`src/rtl/sap_pkg.sv`:
```
// Shared constants for the SAP output port.
//   ST_IDLE..ST_STOP : 2-bit serializer FSM state encodings
//   START_BIT/STOP_BIT: serial line levels framing each word
package sap_pkg;

  localparam logic [1:0] ST_IDLE  = 2'd0;
  localparam logic [1:0] ST_START = 2'd1;
  localparam logic [1:0] ST_DATA  = 2'd2;
  localparam logic [1:0] ST_STOP  = 2'd3;

  localparam logic START_BIT = 1'b0;
  localparam logic STOP_BIT  = 1'b1;

endpackage : sap_pkg

```
`src/rtl/out_serializer_bit_timer.sv`:
```
// Bit-period divider for the serializer.
//   clk, clr_n : clock, async active-low clear
//   restart    : hold the divider at the start of a bit period
//   bit_end    : registered, high during the last cycle of each bit period
module bit_timer #(
  parameter int unsigned CLKS_PER_BIT = 4
) (
  input  logic clk,
  input  logic clr_n,
  input  logic restart,
  output logic bit_end
);

  localparam int unsigned CNT_W = (CLKS_PER_BIT > 1) ? $clog2(CLKS_PER_BIT) : 1;
  localparam logic [CNT_W-1:0] CNT_LAST = CNT_W'(CLKS_PER_BIT - 1);
  // With the counter at 0 the period ends immediately only for one-cycle bits.
  localparam logic END_AT_ZERO = (CLKS_PER_BIT == 1);

  logic [CNT_W-1:0] cnt_q, cnt_d;
  logic             end_q, end_d;

  // Next count; end flag is precomputed so bit_end comes straight from a flop.
  always_comb begin
    cnt_d = cnt_q + CNT_W'(1);
    if (restart || end_q) begin
      cnt_d = '0;
    end
    end_d = (cnt_d == CNT_LAST);
  end

  always_ff @(posedge clk or negedge clr_n) begin
    if (!clr_n) begin
      cnt_q <= '0;
      end_q <= END_AT_ZERO;
    end else begin
      cnt_q <= cnt_d;
      end_q <= end_d;
    end
  end

  assign bit_end = end_q;

endmodule : bit_timer

```
`src/rtl/out_serializer.sv`:
```
// Transmit side of the SAP output port: start bit, DATA_WIDTH data bits LSB
// first, stop bit, each held CLKS_PER_BIT clocks.
//   clk, clr_n : clock, async active-low clear
//   i_en, d    : load strobe and parallel word (accepted when i_en && o_ready)
//   o_tx       : serial line, idles high
//   o_ready    : load will be accepted this cycle
//   o_busy     : frame in progress
//   o_done     : one-cycle pulse after the last stop-bit cycle
module out_serializer
  import sap_pkg::*;
#(
  parameter int unsigned DATA_WIDTH   = 8,
  parameter int unsigned CLKS_PER_BIT = 4
) (
  input  logic                  clk,
  input  logic                  clr_n,
  input  logic                  i_en,
  input  logic [DATA_WIDTH-1:0] d,
  output logic                  o_tx,
  output logic                  o_ready,
  output logic                  o_busy,
  output logic                  o_done
);

  localparam int unsigned IDX_W = (DATA_WIDTH > 1) ? $clog2(DATA_WIDTH) : 1;
  localparam logic [IDX_W-1:0] IDX_LAST = IDX_W'(DATA_WIDTH - 1);

  logic [1:0]            state_q, state_d;
  logic [DATA_WIDTH-1:0] shift_q, shift_d;
  logic [IDX_W-1:0]      idx_q, idx_d;
  logic                  tx_q, tx_d;
  logic                  ready_q, ready_d;
  logic                  busy_q, busy_d;
  logic                  done_q, done_d;
  logic                  bit_end;
  logic                  timer_restart;

  // Divider is held at zero while idle so START always gets a full period.
  assign timer_restart = (state_q == ST_IDLE);

  bit_timer #(
    .CLKS_PER_BIT (CLKS_PER_BIT)
  ) u_bit_timer (
    .clk     (clk),
    .clr_n   (clr_n),
    .restart (timer_restart),
    .bit_end (bit_end)
  );

  // Next-state, datapath and output decode.
  always_comb begin
    state_d = state_q;
    shift_d = shift_q;
    idx_d   = idx_q;
    done_d  = 1'b0;

    case (state_q)
      ST_IDLE: begin
        if (i_en && ready_q) begin
          shift_d = d;
          idx_d   = '0;
          state_d = ST_START;
        end
      end
      ST_START: begin
        if (bit_end) begin
          idx_d   = '0;
          state_d = ST_DATA;
        end
      end
      ST_DATA: begin
        if (bit_end) begin
          if (idx_q == IDX_LAST) begin
            state_d = ST_STOP;
          end else begin
            shift_d = shift_q >> 1;
            idx_d   = idx_q + IDX_W'(1);
          end
        end
      end
      ST_STOP: begin
        if (bit_end) begin
          done_d  = 1'b1;
          state_d = ST_IDLE;
        end
      end
      default: begin
        state_d = ST_IDLE;
      end
    endcase

    // Outputs follow the next state so they change on the same edge as the FSM.
    case (state_d)
      ST_START: tx_d = START_BIT;
      ST_DATA:  tx_d = shift_d[0];
      default:  tx_d = STOP_BIT;
    endcase
    ready_d = (state_d == ST_IDLE);
    busy_d  = !ready_d;
  end

  always_ff @(posedge clk or negedge clr_n) begin
    if (!clr_n) begin
      state_q <= ST_IDLE;
      shift_q <= '0;
      idx_q   <= '0;
      tx_q    <= 1'b1;
      ready_q <= 1'b1;
      busy_q  <= 1'b0;
      done_q  <= 1'b0;
    end else begin
      state_q <= state_d;
      shift_q <= shift_d;
      idx_q   <= idx_d;
      tx_q    <= tx_d;
      ready_q <= ready_d;
      busy_q  <= busy_d;
      done_q  <= done_d;
    end
  end

  assign o_tx    = tx_q;
  assign o_ready = ready_q;
  assign o_busy  = busy_q;
  assign o_done  = done_q;

endmodule : out_serializer
```
`config.mk`:
```
export PLATFORM = sky130hd
export DESIGN_NAME = out_serializer
export DESIGN_NICKNAME = d
export VERILOG_FILES = /design/src/rtl/sap_pkg.sv /design/src/rtl/out_serializer_bit_timer.sv /design/src/rtl/out_serializer.sv
export SDC_FILE = /design/constraint.sdc
export NUM_CORES = 1
export LEC_CHECK = 0
export CORE_MARGIN = 8
export CORE_UTILIZATION = 50
export CTS_CLUSTER_DIAMETER = 120
export DETAILED_ROUTE_END_ITERATION = 7
export DONT_BUFFER_PORTS = 1
export PLACE_DENSITY = 0.7
export SETUP_SLACK_MARGIN = 0.05
export SLEW_MARGIN = 20
export SYNTH_ARGS = -nofsm -noshare
export SYNTH_HDL_FRONTEND = slang
export SYNTH_SLANG_ARGS = --single-unit
export TNS_END_PERCENT = 100
```
`constraint.sdc`:
```
create_clock -name clk -period 1.9 [get_ports clk]
set_clock_uncertainty 0.2 [all_clocks]
set_input_delay 0.38 -clock clk [delete_from_list [all_inputs] [get_ports clk]]
set_output_delay 0.38 -clock clk [all_outputs]
set_load 0.01 [all_outputs]
```
# Word level (Yosys, flattened, before mapping)
# Index checks and enable logic that the tools add are counted.
classes:
  n_addsub: 2
  reduce_logical: 9
  n_eq_ne: 11
  shift: 0
  magnitude_cmp: 0
  muxes: 19
  n_mul: 0
  bitwise: 0
  div_mod_pow: 0
op_table:
  columns: ["op", "count"]
  rows:
  - ["2-to-1 mux 8 bit", 3]
  - ["one-hot mux 8 bit (2 select lines)", 1]
  - ["2-to-1 mux 2 bit", 6]
  - ["2-to-1 mux 3 bit", 4]
  - ["one-hot mux 3 bit (3 select lines)", 1]
  - ["== test 2 bit, second input constant", 4]
  - ["one-hot mux 2 bit (4 select lines)", 1]
  - ["AND reduction 5 bit", 1]
  - ["== test 2 x 1 -> 1 bit, second input constant", 2]
  - ["logical NOT 2 bit", 2]
  - ["!= test 2 x 1 -> 1 bit, second input constant", 2]
  - ["!= test 2 bit, second input constant", 2]
  - ["AND reduction 4 bit", 1]
  - ["adder 3 x 1 -> 3 bit, second input constant", 1]
  - ["== test 3 bit, second input constant", 1]
  - ["nonzero test 3 bit", 1]
  - ["adder 2 x 1 -> 2 bit, second input constant", 1]
  - ["2-to-1 mux 1 bit", 2]
  - ["one-hot mux 1 bit (2 select lines)", 1]
  - ["nonzero test 2 bit", 1]
  - ["logical AND 1 bit", 1]
  - ["logical NOT 1 bit", 1]
  - ["logical OR 1 bit", 1]
word_totals:
  latch_bits: 0
  word_cells: 51
  ram_bits: 0
  rom_bits: 0
  reg_bits: 20
  inputBits: 11
  memories: 0

# Depth between registers and ports, before layout
logic_depth:
  ltp_word: 6
  depth_mapped: 6
  mapped_depth_nobuf: 5

# Cells and area by module
# A second synthesis with hierarchy kept.
unflattened:
  hier_cells: 79
  hier_area_um2: 922.1
modules_own_cells:
  columns: ["module", "cells_each", "seq_area_each_um2", "instances", "area_each_um2"]
  rows:
  - ["out_serializer", 72, 427.9, 1, 817.0]
  - ["bit_timer", 7, 75.1, 1, 105.1]

# Worst setup path before layout
# OpenSTA, ideal clock, no wires.
synth_path:
  kind: "register -> register"
  start: "register idx_q[0]"
  end: "register idx_q[0]"
  path_slack_ns: 0.089
  period_less_slack_ns: 1.811
  path_buffers: 1
  required_time_ns: 1.575
  setup_ns: 0.125
  path_stages_with_launch: 7
  arrival_time_ns: 1.486
  cell_sequence: "dfrtp_1 ha_1 ha_1 nand4bb_1 buf_6 o211a_4 mux2_4"
synth_between:
  elab_chain_len: 4
  word_cells_on_any_way: 7
  cone_classes: "1 x add/sub; 2 x eq/ne; 3 x mux; 1 x reduce/logical"
synth_lines:
  columns: ["element", "line_no", "text"]
  rows:
  - ["start, declared", "out_serializer.sv:30", "logic [IDX_W-1:0] idx_q, idx_d;"]
  - ["start signal, assigned", "out_serializer.sv:114", "idx_q <= idx_d;"]
  - ["adder 3 x 1 -> 3 bit", "out_serializer.sv:77", "idx_d = idx_q + IDX_W'(1);"]
  - ["2-to-1 mux 3 bit", "out_serializer.sv:73", "if (idx_q == IDX_LAST) begin"]
  - ["2-to-1 mux 3 bit", "out_serializer.sv:72", "if (bit_end) begin"]
  - ["one-hot mux 3 bit (3 select lines)", "out_serializer.sv:57", "case (state_q)"]
# Several ways; a longest one is shown, not always the timed one. The select of a mux whose other input is x is not followed.
# A chain may end at the register's enable or synchronous reset.

# Final worst setup path
# Ends and elaborated chain as after synthesis.

==> impl_metrics.env <==
export IMPL_combPwrFrac_pct=26.4
export IMPL_intPower_uw=883.6
export IMPL_die_area_um2=3464
export IMPL_hold_start="d[0]"
export IMPL_yosysMostFrequentCell="dfrtp_1"
export IMPL_tns_ns=0
export IMPL_avgSynthCellArea_um2=11.48
export IMPL_hold_class="in -> reg"
export IMPL_ys_warn_count=0
export IMPL_reg2reg_to="idx_q[0]$_DFFE_PN0P_"
export IMPL_placed_cells=102
export IMPL_p_per_area_nw_per_um2=1306
export IMPL_finalHoldViolCount=0
export IMPL_syn_num_nets=93
export IMPL_start_kind="flop"
export IMPL_reg2reg_from="idx_q[0]$_DFFE_PN0P_"
export IMPL_crit_chain="ha_1 > ha_1 > nand4bb_4 > o211a_4 > mux2_4"
export IMPL_min_to="shift_q[0]$_DFF_PN0_"
export IMPL_crit_top_cell="ha_1"
export IMPL_path_delay_family="adder cells"
export IMPL_grtUsageTotal_pct=9.278
export IMPL_drive_gt1_share_pct=19.28
export IMPL_period_share_pct=94.89
export IMPL_synth_area_leader_cell="dfrtp_1"
export IMPL_num_rows=15
export IMPL_diodes=0
export IMPL_tightest_slew_ns=0.8594
export IMPL_period_needed_ns=1.803
export IMPL_fmax_mhz=554.7
export IMPL_synthToLayoutAreaGrowth_pct=8.992
export IMPL_synthCells=80
export IMPL_ant_nets=0
export IMPL_ys_types=30
export IMPL_max_slew_margin_rel_pct=42.52
export IMPL_status="finished, final reports clean"
export IMPL_clock_sinks=20
export IMPL_antenna_found_initial=0
export IMPL_dieWidth_um=58.86
export IMPL_p_sw_share_pct=32.41
export IMPL_final_max_slew_viol_count=0
export IMPL_crit_arrival_ns=1.79
export IMPL_htreeDepth=1
export IMPL_power_frac_clock_pct=18.4
export IMPL_cp_slowest_cell="dfrtp_1"
export IMPL_slowest_delay_ns=0.41
export IMPL_cts_tree="built"
export IMPL_root_buffer="clkbuf_4"
export IMPL_whs_path_depth=2
export IMPL_grt_pass1_vias=531
export IMPL_cp_num_buf_inv=0
export IMPL_vias=612
export IMPL_synth_area_um2=918.4
export IMPL_port_buffers=0
export IMPL_grt_pass1_wl_um=2497
export IMPL_clockBufferDepth=2
export IMPL_synth_top_cell_area_share_pct=49.05
export IMPL_holdWs_ns=0.01969
export IMPL_worstPathMaxFanout=4
export IMPL_synth_ff_type="dfrtp_1"
export IMPL_dp_hpwl_um=1149
export IMPL_drc_errors=0
export IMPL_p_leak_uw=0.0004590
export IMPL_ff2ff_setup_slack_ns=0.1
export IMPL_totalPowerFinal_uw=1307
export IMPL_io_pins=15
export IMPL_grt_ovfl_total=0
export IMPL_clk_insertion_delay_late_ns=0.29
export IMPL_wire_per_inst_um=15.12
export IMPL_setup_viol=0
export IMPL_via_per_inst=5.667
export IMPL_cts_made_buffers=3
export IMPL_ir_worst_vdd_v=0.0006252
export IMPL_grt_start_max_net_pins=21
export IMPL_path_class="reg -> reg"
export IMPL_firstDrtPassIters=4
export IMPL_stdcell_count=108
export IMPL_drt_iter0_drc=16
export IMPL_ys_ff_latch=20
export IMPL_async_flop_share_pct=100.0
export IMPL_nets=97
export IMPL_routed_wl_um=1633
export IMPL_fp_dieH_um=58.86
export IMPL_synth_area_top_cells="dfrtp_1 49%, dfstp_2 5.7%, nand2_1 5.3%"
export IMPL_worstPathRequired_ns=1.89
export IMPL_synth_edf_count=0
export IMPL_ys_seq_area_share_pct=54.77
export IMPL_core_area_um2=1727
export IMPL_clk_pin_slew_ns=0.10
export IMPL_rsz0062_at_grt="no"
export IMPL_synth_top_cells_by_count="18 x dfrtp_1, 13 x nand2_1, 9 x nand3_1"
export IMPL_pwr_share_seq_pct=55.2
export IMPL_initial_core_util_pct=53.19
export IMPL_reg2regPathDepth=5
export IMPL_drv_cap=0
export IMPL_p_switching_uw=423.6
export IMPL_critPathCaptureType="flop"
export IMPL_routabilityCongestion=0.7425
## power groups by stage
stage / Combinational (uW) / Sequential, uW / Clock, uW
after global placement: 313 / 716 / 0
after detailed placement: 325 / 723 / 0
after floorplan: 323 / 668 / 0
final: 345 / 721 / 241
after global routing: 392 / 745 / 265
after CTS: 337 / 713 / 249
## cell type report
type | instances | area [um2]
Clock buffer | 4 | 36.28
Fill cell | 151 | 725.7
Inverter | 1 | 3.754
Multi-Input combinational cell | 53 | 384.1
Sequential cell | 20 | 503.0
Tap cell | 25 | 31.28
Timing Repair Buffer | 5 | 42.54
## worst max-delay path by stage
stage / start / to / slack [ns] / depth (start not counted)
after floorplan: idx_q[0]$_DFFE_PN0P_ / idx_q[0]$_DFFE_PN0P_ / 0.09 / 6
after global placement: idx_q[0]$_DFFE_PN0P_ / o_tx$_DFF_PN1_ / 0.15 / 5
after detailed placement: idx_q[0]$_DFFE_PN0P_ / idx_q[0]$_DFFE_PN0P_ / 0.11 / 5
after CTS: idx_q[0]$_DFFE_PN0P_ / idx_q[0]$_DFFE_PN0P_ / 0.09 / 5
after global routing: idx_q[0]$_DFFE_PN0P_ / o_tx$_DFF_PN1_ / 0.04 / 5
final: idx_q[0]$_DFFE_PN0P_ / idx_q[0]$_DFFE_PN0P_ / 0.1 / 5
## flip-flops by register name, summed over array words and instances (netlist names)
| name | cells |
|---|---|
| shift_q | 8 |
| idx_q | 3 |
| state_q | 2 |
| u_bit_timer.cnt_q | 2 |
| o_busy | 1 |
| o_done | 1 |
| o_ready | 1 |
| o_tx | 1 |
| u_bit_timer.bit_end | 1 |
## worst register-to-register path, delay by kind of cell (launching register included)
kind	cells	cell delay (ns)
flip-flops	1	0.41
multiplexers	1	0.25
AND/OR/NAND/NOR	1	0.24
AO/OA/AOI/OAI	1	0.17
adder cells (fa/ha/maj)	2	0.42
## stage by stage
stage | util (%) | instance area [um2] | setup slack (ns)
after floorplan | - | 918.4 | 0.08880
after global placement | 53.55 | 924.6 | 0.1469
after detailed placement | 53.55 | 924.6 | 0.1052
after CTS | 56.23 | 970.9 | 0.08940
after global routing | 57.97 | 1001 | 0.04019
final | 57.97 | 1001 | 0.09712
## cell usage in the layout, fill, tap and decap left out, types with 2 or more instances in the layout
cell type and instances:
buf_4 3, a31oi_1 2, ha_1 2, xnor2_1 2, dlygate4sd3_1 2, nand3_1 9, a22oi_1 6, dfstp_2 2
clkbuf_4 3, nand2_1 13, nor3_1 2, dfrtp_1 18
## cell families after synthesis
kind of cell / share of synthesized area [%]
adders and majority gates: 2.724
xor gates and xnor gates: 1.908
muxes: 1.634
and+or+nand+nor: 20.98
AOI/OAI and AO/OA: 12.40
buffers and inverters: 5.584
DFF: 54.77
## layer usage
| metal | GRT usage, % | up-vias | wire (um) |
|---|---|---|---|
| met3 | 3.261 | 4 | 95 |
| met4 | 4.096 | 0 | 28 |
| met1 | 11.55 | 303 | 705 |
| li1 | - | 291 | - |
| met5 | 0 | - | 0 |
| met2 | 14.02 | 14 | 803 |
## repair_timing
item                       4_1_cts  5_1_grt
hold buffers                     1        1
gates resized for setup          0        2
hold endpoints to repair        20        1
setup endpoints to repair        0        4
buffers inserted                 0        0
(Power assumes the default switching activity.)
